[config.mk]
export PLATFORM = sky130hd
export DESIGN_NAME = fp16_normalize_round
export DESIGN_NICKNAME = d
export VERILOG_FILES = /design/src/rtl/fp16_pkg.sv /design/src/rtl/fp16_normalize_round_lzc.sv /design/src/rtl/fp16_normalize_round.sv
export SDC_FILE = /design/constraint.sdc
export NUM_CORES = 1
export LEC_CHECK = 0
export ABC_AREA = 1
export BUFFER_PORTS_ARGS = -buffer_cell sky130_fd_sc_hd__buf_2
export CORE_MARGIN = 3
export CORE_UTILIZATION = 40
export CTS_CLUSTER_SIZE = 30
export DETAILED_ROUTE_END_ITERATION = 12
export GPL_ROUTABILITY_DRIVEN = 0
export HOLD_SLACK_MARGIN = 0.08
export PLACE_DENSITY = 0.59
export SKIP_LAST_GASP = 1
export SLEW_MARGIN = 20
export SYNTH_ARGS = -nofsm -noshare
export SYNTH_HDL_FRONTEND = slang
export SYNTH_SLANG_ARGS = --single-unit
[constraint.sdc]
create_clock -name clk -period 3 [get_ports clk]
set_input_delay 0.3 -clock clk [delete_from_list [all_inputs] [get_ports clk]]
set_output_delay 0.3 -clock clk [all_outputs]
set_load 0.05 [all_outputs]
[src/rtl/fp16_pkg.sv]
// Shared widths, in_sum bit positions and the normalize-stage payload
// for the FP16 adder back end.
package fp16_pkg;

  localparam int EXP_W    = 5;
  localparam int FRAC_W   = 10;
  localparam int EXP_BIAS = 15;
  localparam int EXP_MAX  = 31;

  localparam int SUM_OVF      = 14;
  localparam int SUM_HID      = 13;
  localparam int SUM_FRAC_LSB = 3;
  localparam int SUM_G        = 2;
  localparam int SUM_R        = 1;
  localparam int SUM_S        = 0;

  // Mantissa kept in hidden..sticky layout; exp carries one spare bit for the +1 case.
  typedef struct packed {
    logic               special;
    logic [15:0]        special_val;
    logic               zero;
    logic               sign;
    logic [EXP_W:0]     exp;
    logic [SUM_HID:0]   mant;
    logic               sticky;
  } s1_payload_t;

endpackage

[src/rtl/fp16_normalize_round_lzc.sv]
// Leading-zero count of the 14-bit hidden..sticky field; count=14 when all zero.
module leading_zero_counter_16bits
  import fp16_pkg::*;
(
  input  logic [SUM_HID:0] data,
  output logic [3:0]       count,
  output logic             all_zero
);

  always_comb begin
    count    = 4'd14;
    all_zero = 1'b1;
    for (int i = 0; i <= SUM_HID; i++) begin
      if (data[i]) begin
        count    = 4'(SUM_HID - i);
        all_zero = 1'b0;
      end
    end
  end

endmodule

[src/rtl/fp16_normalize_round.sv]
// Two-stage normalize + round-to-nearest-even for FP16 adder results;
// latency 2, one result per cycle, stalled stages hold their contents.
module fp16_normalize_round
  import fp16_pkg::*;
(
  input  logic             clk,
  input  logic             rst_n,
  input  logic             in_valid,
  output logic             in_ready,
  input  logic [15:0]      in_sum,
  input  logic [EXP_W-1:0] in_exp,
  input  logic             in_sign,
  input  logic             in_sticky,
  input  logic             in_eff_sub,
  input  logic             in_special,
  input  logic [15:0]      in_special_val,
  output logic             out_valid,
  input  logic             out_ready,
  output logic [15:0]      out_result,
  output logic             out_overflow,
  output logic             out_underflow,
  output logic             out_inexact
);

  logic        s1_valid;
  s1_payload_t s1_q;
  s1_payload_t s1_d;
  logic        s1_advance;
  logic        s2_load;
  logic [3:0]  lz;
  logic        lz_zero;
  logic        sum_zero;

  leading_zero_counter_16bits u_lzc (
    .data     (in_sum[SUM_HID:0]),
    .count    (lz),
    .all_zero (lz_zero)
  );

  assign s2_load    = ~out_valid | out_ready;
  assign s1_advance = s1_valid & s2_load;
  assign in_ready   = ~s1_valid | s1_advance;
  assign sum_zero   = lz_zero & ~in_sum[SUM_OVF] & ~in_sum[15];

  always_comb begin
    s1_d             = '0;
    s1_d.special     = in_special;
    s1_d.special_val = in_special_val;
    s1_d.zero        = sum_zero;
    s1_d.sign        = in_sign & ~(sum_zero & in_eff_sub);
    s1_d.exp         = {1'b0, in_exp};
    s1_d.mant        = in_sum[SUM_HID:0];
    s1_d.sticky      = in_sticky;
    if (in_sum[SUM_OVF]) begin
      s1_d.mant   = in_sum[SUM_OVF:1];
      s1_d.exp    = {1'b0, in_exp} + 6'd1;
      s1_d.sticky = in_sticky | in_sum[0];
    end else if (!in_sum[SUM_HID] && !lz_zero) begin
      // Stop the left shift at exponent 1 and encode the result as subnormal.
      if ({2'b0, lz} < {1'b0, in_exp}) begin
        s1_d.mant = in_sum[SUM_HID:0] << lz;
        s1_d.exp  = {1'b0, in_exp} - {2'b0, lz};
      end else begin
        s1_d.mant = in_sum[SUM_HID:0] << (in_exp - 5'd1);
        s1_d.exp  = '0;
      end
    end
  end

  always_ff @(posedge clk or negedge rst_n) begin
    if (!rst_n) begin
      s1_valid <= 1'b0;
      s1_q     <= '0;
    end else if (in_ready) begin
      s1_valid <= in_valid;
      if (in_valid) s1_q <= s1_d;
    end
  end

  logic [FRAC_W+1:0] mant_r;
  logic              grd;
  logic              rs;
  logic              inc;
  logic [EXP_W:0]    exp_f;
  logic [FRAC_W-1:0] frac_f;
  logic [15:0]       res_d;
  logic              ovf_d;
  logic              unf_d;
  logic              inx_d;

  always_comb begin
    grd    = s1_q.mant[SUM_G];
    rs     = s1_q.mant[SUM_R] | s1_q.mant[SUM_S] | s1_q.sticky;
    inc    = grd & (rs | s1_q.mant[SUM_FRAC_LSB]);
    mant_r = {1'b0, s1_q.mant[SUM_HID:SUM_FRAC_LSB]} + {{(FRAC_W+1){1'b0}}, inc};
    // A subnormal that rounds up into the hidden bit becomes the smallest normal.
    if (s1_q.exp == '0) exp_f = {{EXP_W{1'b0}}, mant_r[FRAC_W]};
    else                exp_f = s1_q.exp + {{EXP_W{1'b0}}, mant_r[FRAC_W+1]};
    frac_f = mant_r[FRAC_W+1] ? mant_r[FRAC_W:1] : mant_r[FRAC_W-1:0];
    res_d  = {s1_q.sign, exp_f[EXP_W-1:0], frac_f};
    ovf_d  = 1'b0;
    inx_d  = grd | rs;
    unf_d  = (exp_f == '0) & inx_d;
    if (s1_q.special) begin
      res_d = s1_q.special_val;
      inx_d = 1'b0;
      unf_d = 1'b0;
    end else if (s1_q.zero) begin
      res_d = {s1_q.sign, 15'h0};
      inx_d = 1'b0;
      unf_d = 1'b0;
    end else if (exp_f > 6'(2 * EXP_BIAS)) begin
      res_d = {s1_q.sign, 5'(EXP_MAX), {FRAC_W{1'b0}}};
      ovf_d = 1'b1;
      inx_d = 1'b1;
      unf_d = 1'b0;
    end
  end

  always_ff @(posedge clk or negedge rst_n) begin
    if (!rst_n) begin
      out_valid     <= 1'b0;
      out_result    <= 16'h0000;
      out_overflow  <= 1'b0;
      out_underflow <= 1'b0;
      out_inexact   <= 1'b0;
    end else if (s2_load) begin
      out_valid <= s1_valid;
      if (s1_valid) begin
        out_result    <= res_d;
        out_overflow  <= ovf_d;
        out_underflow <= unf_d;
        out_inexact   <= inx_d;
      end
    end
  end

endmodule

==> results of run 1 <==
worst min-delay path: stages:
cell	delay, ns
buf_2	0.07
nand2_1	0.04
nand2_1	0.04
stage by stage:
step	hold slack [ns]	util, %	instances	instance area, µm²
after detailed placement	0.380	51.6	851	5180
after CTS	0.129	54.8	884	5510
after global routing	0.137	57.3	894	5760
final	0.146	57.3	894	5760
after global placement	0.381	51.6	851	5180
after floorplan	0.00441	-	605	4290
kinds of logic after synthesis:
group	synth area share (%)
xor+xnor	1.86
buf+inv	8.07
flops	35.9
compound gates	17.6
simple gates	33.1
fa+ha+maj	3.42
power breakdown:
group / leakage, nW / total [mW] / switching, mW / internal [mW]
combinational: 2.09 / 1.37 / 0.917 / 0.454
clock: 0.0833 / 0.611 / 0.296 / 0.315
sequential: 0.742 / 1.11 / 0.114 / 1.00
total: 2.91 / 3.09 / 1.33 / 1.77
what timing repair did:
item | in CTS | in global routing
buffers inserted | 16 | 9
cloned | 1 | 1
endpoints found under the setup margin | 8 | 22
pin swaps | 9 | 32
resized for setup | 12 | 45
hold buffers | 1 | 0
endpoints found under the hold margin | 29 | 0
cell type report:
cell class                 count  share of cell area [%]
clock inverter                 2                   0.174
tap                          133                    2.89
timing repair inverter         1                   0.130
multi-input combinational    469                    44.9
clock buffer                  13                    2.59
sequential                    61                    26.5
inverter                      53                    3.76
timing repair buffer         162                    19.0
final timing paths:
| path | start | end | depth (start not counted) |
|---|---|---|---|
| min reg2reg | s1_q[31] | s1_q[31] | 2 |
| max reg2reg | s1_q[4] | out_result[6] | 18 |
| max in group asynchronous | rst_n | s1_q[24] | 3 |
| min in group asynchronous | rst_n | s1_q[16] | 2 |
| min | in_special_val[2] | s1_q[25] | 3 |
| max | in_sum[8] | s1_q[8] | 20 |
registers in the layout, summed over array words and instances (netlist names):
register,flops
s1_q,39
out_result,16
grd,1
out_inexact,1
out_overflow,1
out_underflow,1
out_valid,1
s1_valid,1
metal layers:
metal  up-vias  track usage (%)  wire length (µm)
li1       2350                -                 -
met1      2232             31.3              6150
met2       144             37.0              6160
met3        23             4.97               732
met4         0             4.51               186
met5         -                0                 0
cells in the final DEF, fill, tap and decap left out, types with 2 or more instances in the layout:
| master | instances |
|---|---|
| nor2_2 | 3 |
| buf_6 | 3 |
| inv_2 | 6 |
| nor4_1 | 2 |
| o21ai_1 | 8 |
| clkinv_2 | 2 |
| o22ai_1 | 3 |
| o21ai_0 | 31 |
| a22oi_1 | 3 |
| o311ai_0 | 2 |
| o211ai_2 | 4 |
| a31oi_1 | 2 |
| nand3_2 | 20 |
| o21ai_2 | 3 |
| clkbuf_1 | 3 |
| nor2_1 | 37 |
| clkbuf_8 | 10 |
| nand4_1 | 9 |
| a211oi_1 | 3 |
| a21oi_1 | 45 |
| nand3_1 | 52 |
| buf_4 | 92 |
| buf_2 | 64 |
| nand2_1 | 170 |
| o211ai_1 | 9 |
| ha_2 | 3 |
| buf_12 | 2 |
| nor3_1 | 5 |
| xnor2_1 | 3 |
| dfrtp_1 | 61 |
| a21oi_2 | 2 |
| nand2_4 | 2 |
| xor2_1 | 6 |
| clkinv_1 | 2 |
| ha_1 | 7 |
| o21ai_4 | 2 |
| inv_1 | 43 |
| nand2_2 | 16 |
==> results.ini, run 1 <==
[worst_setup_path]
critPathBufInv = 4
arrival_ns = 3.35
worstSetupEndpointType = register
path_cells = buf_2 > nor2_1 > nand3_1 > nor3_1 > nand2_1 > ha_1 > a21oi_1 > nand2_2 > a21oi_4 > inv_2 > or2_4 > o21ai_4 > buf_6 > buf_6 > o211ai_1 > nand3_1 > nand3_1 > nand2_1 > nand2_2 > o21ai_1
worstPathRequired_ns = 3.27
rrSetupSlack_ns = 0.19
worstPathMaxFanout = 6
path_common_cell = nand3_1
cpPeakStageDelay_ns = 0.38
critPathTopFamily = simple AND/OR/NAND/NOR gates
critPathSlowestCell = ha_1
critPathKind = input pin to register
cp-start-kind = input pin

[logic_synthesis]
syn_nets = 661
syn_area_um2 = 4250
syn_inst = 605
synth_seq_cells = 61
synth.top_cells.by_count = nand2_1, nand3_1, dfrtp_1
synth_ff_type = dfrtp_1
yosysSeqAreaShare_pct = 35.9
yosysWarningCount = 0
yosysTopAreaCell = dfrtp_1
ys_async_sr_fraction_pct = 100
ys_top_cells_by_area = dfrtp_1, nand2_1, nand3_1
synth_edf_count = 0
netlist-cell-type-count = 49
yosys.cell_count.top_type = nand2_1
synth_top_area_share_pct = 35.9
syn_avg_cell_area_um2 = 7.02

[clocking]
clock-sinks = 61
clockBufferDepth = 2
clock_latency_ns = 0.34
cts_buffers = 9
tritoncts = yes
htreeDepth = 3
root_buffer = clkbuf_8
clkTransAtPathRegs_ns = 0.06

[floorplanning]
die_y_um = 109
core_area_um2 = 10000
ioPinCount = 66
dieArea_um2 = 11900
die_w_um = 109
initial_utilization_pct = 42.3
rows = 36

[sta]
rsz0062_at_grt = true
final_hold_viol_count = 0
tns_ns = -0.606
worst_pin_slew_ns = 0.702
setup_ws_ns = -0.0816
min_period_ns = 3.08
fmax_mhz = 325
min_period_over_period_pct = 103
finalClockSkew_ns = 0.00675
finalSetupViolations = 11
finalMaxSlewViolations = 0
slew_headroom_pct = 53.2

[layout]
seq_area_um2 = 1530
synthToLayoutAreaGrowth_pct = 35.6
nFillCells = 977
nNetsFinal = 813
multiInputGateArea_um2 = 2590
drive_gt1_share_pct = 32.3
diodes = 0

[routing]
drc = 0
dr.pass1.iters = 5
drt_wl_total_um = 13200
vias = 4749
via_per_inst = 5.31
postRouteAntennaNets = 0
drt_iter0_drc = 362
wl_per_cell_um = 14.8

[global_routing]
grt_pass1_vias = 4524
grt_usage_pct = 22.7
grt_max_degree = 54
antenna_found_initial = 0
grt_pass1_wl_um = 21300
grt_overflow_total = 0

[power_and_ir_drop]
leakagePower_nw = 2.91
peakVddDrop_mv = 0.319
total_power_mw = 3.09
power_density_nw_per_um2 = 537

[place]
dp_hpwl_um = 9710
io_buffer_count = 65
place_ws_ns = -0.486

[worst_hold_path]
min_path_type = input pin to register

[flow_run]
drv_cap = 0

[status]
status = finished, violations left
violations = setup timing

No activity file was read; power rests on OpenSTA's default activity.
==> run 2: changes to the inputs <==
--- a/config.mk
+++ b/config.mk
@@ -5,7 +5,6 @@
 export SDC_FILE = /design/constraint.sdc
 export NUM_CORES = 1
 export LEC_CHECK = 0
-export ABC_AREA = 1
 export BUFFER_PORTS_ARGS = -buffer_cell sky130_fd_sc_hd__buf_2
 export CORE_MARGIN = 3
 export CORE_UTILIZATION = 40
==> run 2 against run 1 <==
  * The run still ends with setup timing left
  * Clock skew grew 0.00061 ns
  * Sequential power shrank 4%
  * First-iteration DRC count grew 19%
  * Total power grew 7.8%
  * Synthesized cell count shrank 7.4%
==> results.ini, run 2 <==
[status]
status = finished, violations left
violations = setup timing

[layout]
diodes = 0  ; unchanged
nNetsFinal = 752  ; -7.5%
final_common_cell = nand2_1
synthToLayoutAreaGrowth_pct = 41.2
reg_top3 = s1_q x39, out_result x16
nFillCells = 988  ; +1.1%
drive_gt1_share_pct = 38.2  ; +5.9 points
max_flop_register = s1_q
layout_common_cells = nand2_1, buf_4, dfrtp_1, buf_2, a21oi_1
fin_util_pct = 58.3  ; +0.97 points
largest_reg_flops = 39  ; unchanged

[sta]
finalClockSkew_ns = 0.00735  ; +0.000608 ns
fmax_mhz = 297  ; -8.3%
finalMaxSlewViolations = 0  ; unchanged
final_hold_viol_count = 0  ; unchanged
rsz0062_at_grt = true
finalSetupViolations = 13  ; +2
min_period_over_period_pct = 112  ; +9.3 points
setup_ws_ns = -0.361  ; -0.280 ns
tns_ns = -3.38  ; -2.78 ns
min_period_ns = 3.36  ; +0.280 ns
worst_pin_slew_ns = 0.922  ; +0.219 ns
slew_headroom_pct = 38.5  ; -15 points

[logic_synthesis]
synth_top_area_share_pct = 33.8  ; -2.1 points
yosysTopAreaCell = dfrtp_1
syn_avg_cell_area_um2 = 8.06  ; +15%
syn_nets = 616  ; -6.8%
ys_top_cells_by_area = dfrtp_1, nand2_1, o21ai_0
netlist-cell-type-count = 64  ; +31%
synth_edf_count = 0  ; unchanged
synth_ff_type = dfrtp_1
yosysWarningCount = 0  ; unchanged
syn_area_um2 = 4510  ; +6.3%
syn_inst = 560  ; -7.4%
ys_async_sr_fraction_pct = 100  ; unchanged
yosysSeqAreaShare_pct = 33.8  ; -2.1 points
synth_seq_cells = 61  ; unchanged
yosys.cell_count.top_type = nand2_1
synth.top_cells.by_count = nand2_1, dfrtp_1, o21ai_0

[global_routing]
grt_pass1_wl_um = 23500  ; +10%
antenna_found_initial = 0  ; unchanged
grt_max_degree = 42  ; -22%
grt_usage_pct = 22.8  ; about the same
grt_pass1_vias = 4733  ; +4.6%
grt_overflow_total = 0  ; unchanged

[routing]
drt_iter0_drc = 431  ; +19%
drt_wl_total_um = 14200  ; +7.2%
drc = 0  ; unchanged
wl_per_cell_um = 16.9  ; +14%
via_per_inst = 5.65  ; +6.3%
vias = 4748  ; -0.021%
dr.pass1.iters = 5  ; unchanged
postRouteAntennaNets = 0  ; unchanged

[power_and_ir_drop]
peakVddDrop_mv = 0.525  ; +64%
power_density_nw_per_um2 = 524  ; -2.6%
leakagePower_nw = 2.90  ; -0.59%

[clocking]
tritoncts = yes
clock-sinks = 61  ; unchanged
clock_latency_ns = 0.32  ; -0.02 ns
clockBufferDepth = 2  ; unchanged
cts_buffers = 9  ; unchanged
root_buffer = clkbuf_16
htreeDepth = 3  ; unchanged
clkTransAtPathRegs_ns = 0.05  ; about the same

[place]
io_buffer_count = 65  ; unchanged
dp_hpwl_um = 10200  ; +5.2%

[worst_setup_path]
r2r-start = grd
worstSetupEndpointType = register
cp-start-kind = input pin
r2r_cells = 14  ; -4
worstPathMaxFanout = 6  ; unchanged
reg2reg_to = out_result[8]
cp-endpoint = s1_q[14]
rrSetupSlack_ns = 0.22  ; +0.03 ns
arrival_ns = 3.60  ; +0.25 ns
worstPathRequired_ns = 3.24  ; -0.03 ns
critPathKind = input pin to register
setup.worst_path.start = in_sum[3]

[floorplanning]
rows = 38  ; +5.6%
core_area_um2 = 10900  ; +8.9%
die_w_um = 112  ; +2.9%
dieArea_um2 = 12600  ; +6.0%
die_y_um = 112  ; +2.9%
initial_utilization_pct = 41.3  ; -1.0 points
ioPinCount = 66  ; unchanged

[worst_hold_path]
min_path_type = input pin to asynchronous set/reset pin

[flow_run]
drv_cap = 0  ; unchanged

==> run 2: cell types whose count changed after synthesis, moves of 7 or more <==
cell / change
nand2b_1: +7
o21ai_0: +7
or3_1: +7
mux2i_1: +8
a21oi_1: -10
a22oi_1: +8
clkbuf_1: +15
xnor2_1: +7
inv_1: -35
a211oi_1: +9
nand3_1: -53
nand2_1: -68
buf_4: +8
==> run 2: what timing repair did <==
action	CTS	global route
hold endpoints to repair	0	0
setup buffers	8	5
pin swaps	22	29
resized for setup	51	47
endpoints found under the setup margin	14	28
hold buffers	0	0
==> run 2: kinds of logic (layout without fill, tap and decap cells) <==
| logic type | count (synthesis) | count (layout) | synth area share, % |
|---|---|---|---|
| XOR/XNOR | 19 | 19 | 3.69 |
| flip-flops | 61 | 61 | 33.8 |
| buffers and inverters | 58 | 199 | 5.85 |
| adder cells (fa/ha/maj) | 11 | 11 | 3.22 |
| multiplexers | 17 | 17 | 5.68 |
| AND/OR/NAND/NOR | 228 | 228 | 23.2 |
| AO/OA/AOI/OAI | 166 | 166 | 24.6 |
==> run 2: worst min path at each step <==
stage / slack (ns) / cells past startpoint / to / start
6_report: 0.12 / 1 / s1_q[21] / rst_n
3_5_place_dp: 0.47 / 2 / s1_q[37] / s1_q[37]
2_1_floorplan: 0.004 / 0 / grd / rst_n
5_1_grt: 0.16 / 3 / s1_q[34] / in_special_val[11]
4_1_cts: 0.14 / 1 / s1_q[21] / rst_n
3_3_place_gp: 0.46 / 2 / out_result[7] / out_result[7]
==> run 2: worst max-delay path, stage by stage <==
cell,delay (ns)
buf_8,0.10
nor3_4,0.16
o21ai_1,0.08
a221o_1,0.37
a21oi_2,0.14
ha_2,0.18
inv_2,0.04
fa_2,0.34
a211o_1,0.34
a31o_4,0.30
mux2_4,0.36
mux2i_1,0.13
mux2_4,0.28
or3_1,0.34
a41oi_2,0.14
==> run 2: routing by layer <==
layer  vias up  share of wire, %  global-route usage (%)
met5         -                 0                       0
met4         0               2.6                    8.25
met3        43               5.6                    3.34
met2       172                48                    37.1
met1      2240                44                    30.9
li1       2293                 -                       -
==> run 2: cell type report <==
class                           instances  area [µm²]  area share (%)
Clock buffer                           11         243            3.81
Clock inverter                          5        50.0           0.785
Inverter                               13        48.8           0.765
Multi-Input combinational cell        441        3140            49.3
Sequential cell                        61        1530            23.9
Tap cell                              140         175            2.75
Timing Repair Buffer                  170        1190            18.7
==> run 2: report_power, final <==
group          internal [mW]  switching (mW)  total (mW)
combinational          0.491           0.773        1.26
clock                  0.659           0.347        1.01
sequential             0.967           0.101        1.07
total                   2.12            1.22        3.34
==> run 2: through the flow <==
step           hold WS (ns)  setup slack, ns  std cells  total power [mW]  area [µm²]
2_1_floorplan       0.00441           -0.653        560              1.84        4660
3_3_place_gp          0.456           -0.714        813              2.19        5600
3_5_place_dp          0.467           -0.809        813              2.21        5600
4_1_cts               0.137           -0.342        837              3.29        6170
5_1_grt               0.164           -0.460        841              3.53        6370
6_report              0.115           -0.361        841              3.34        6370
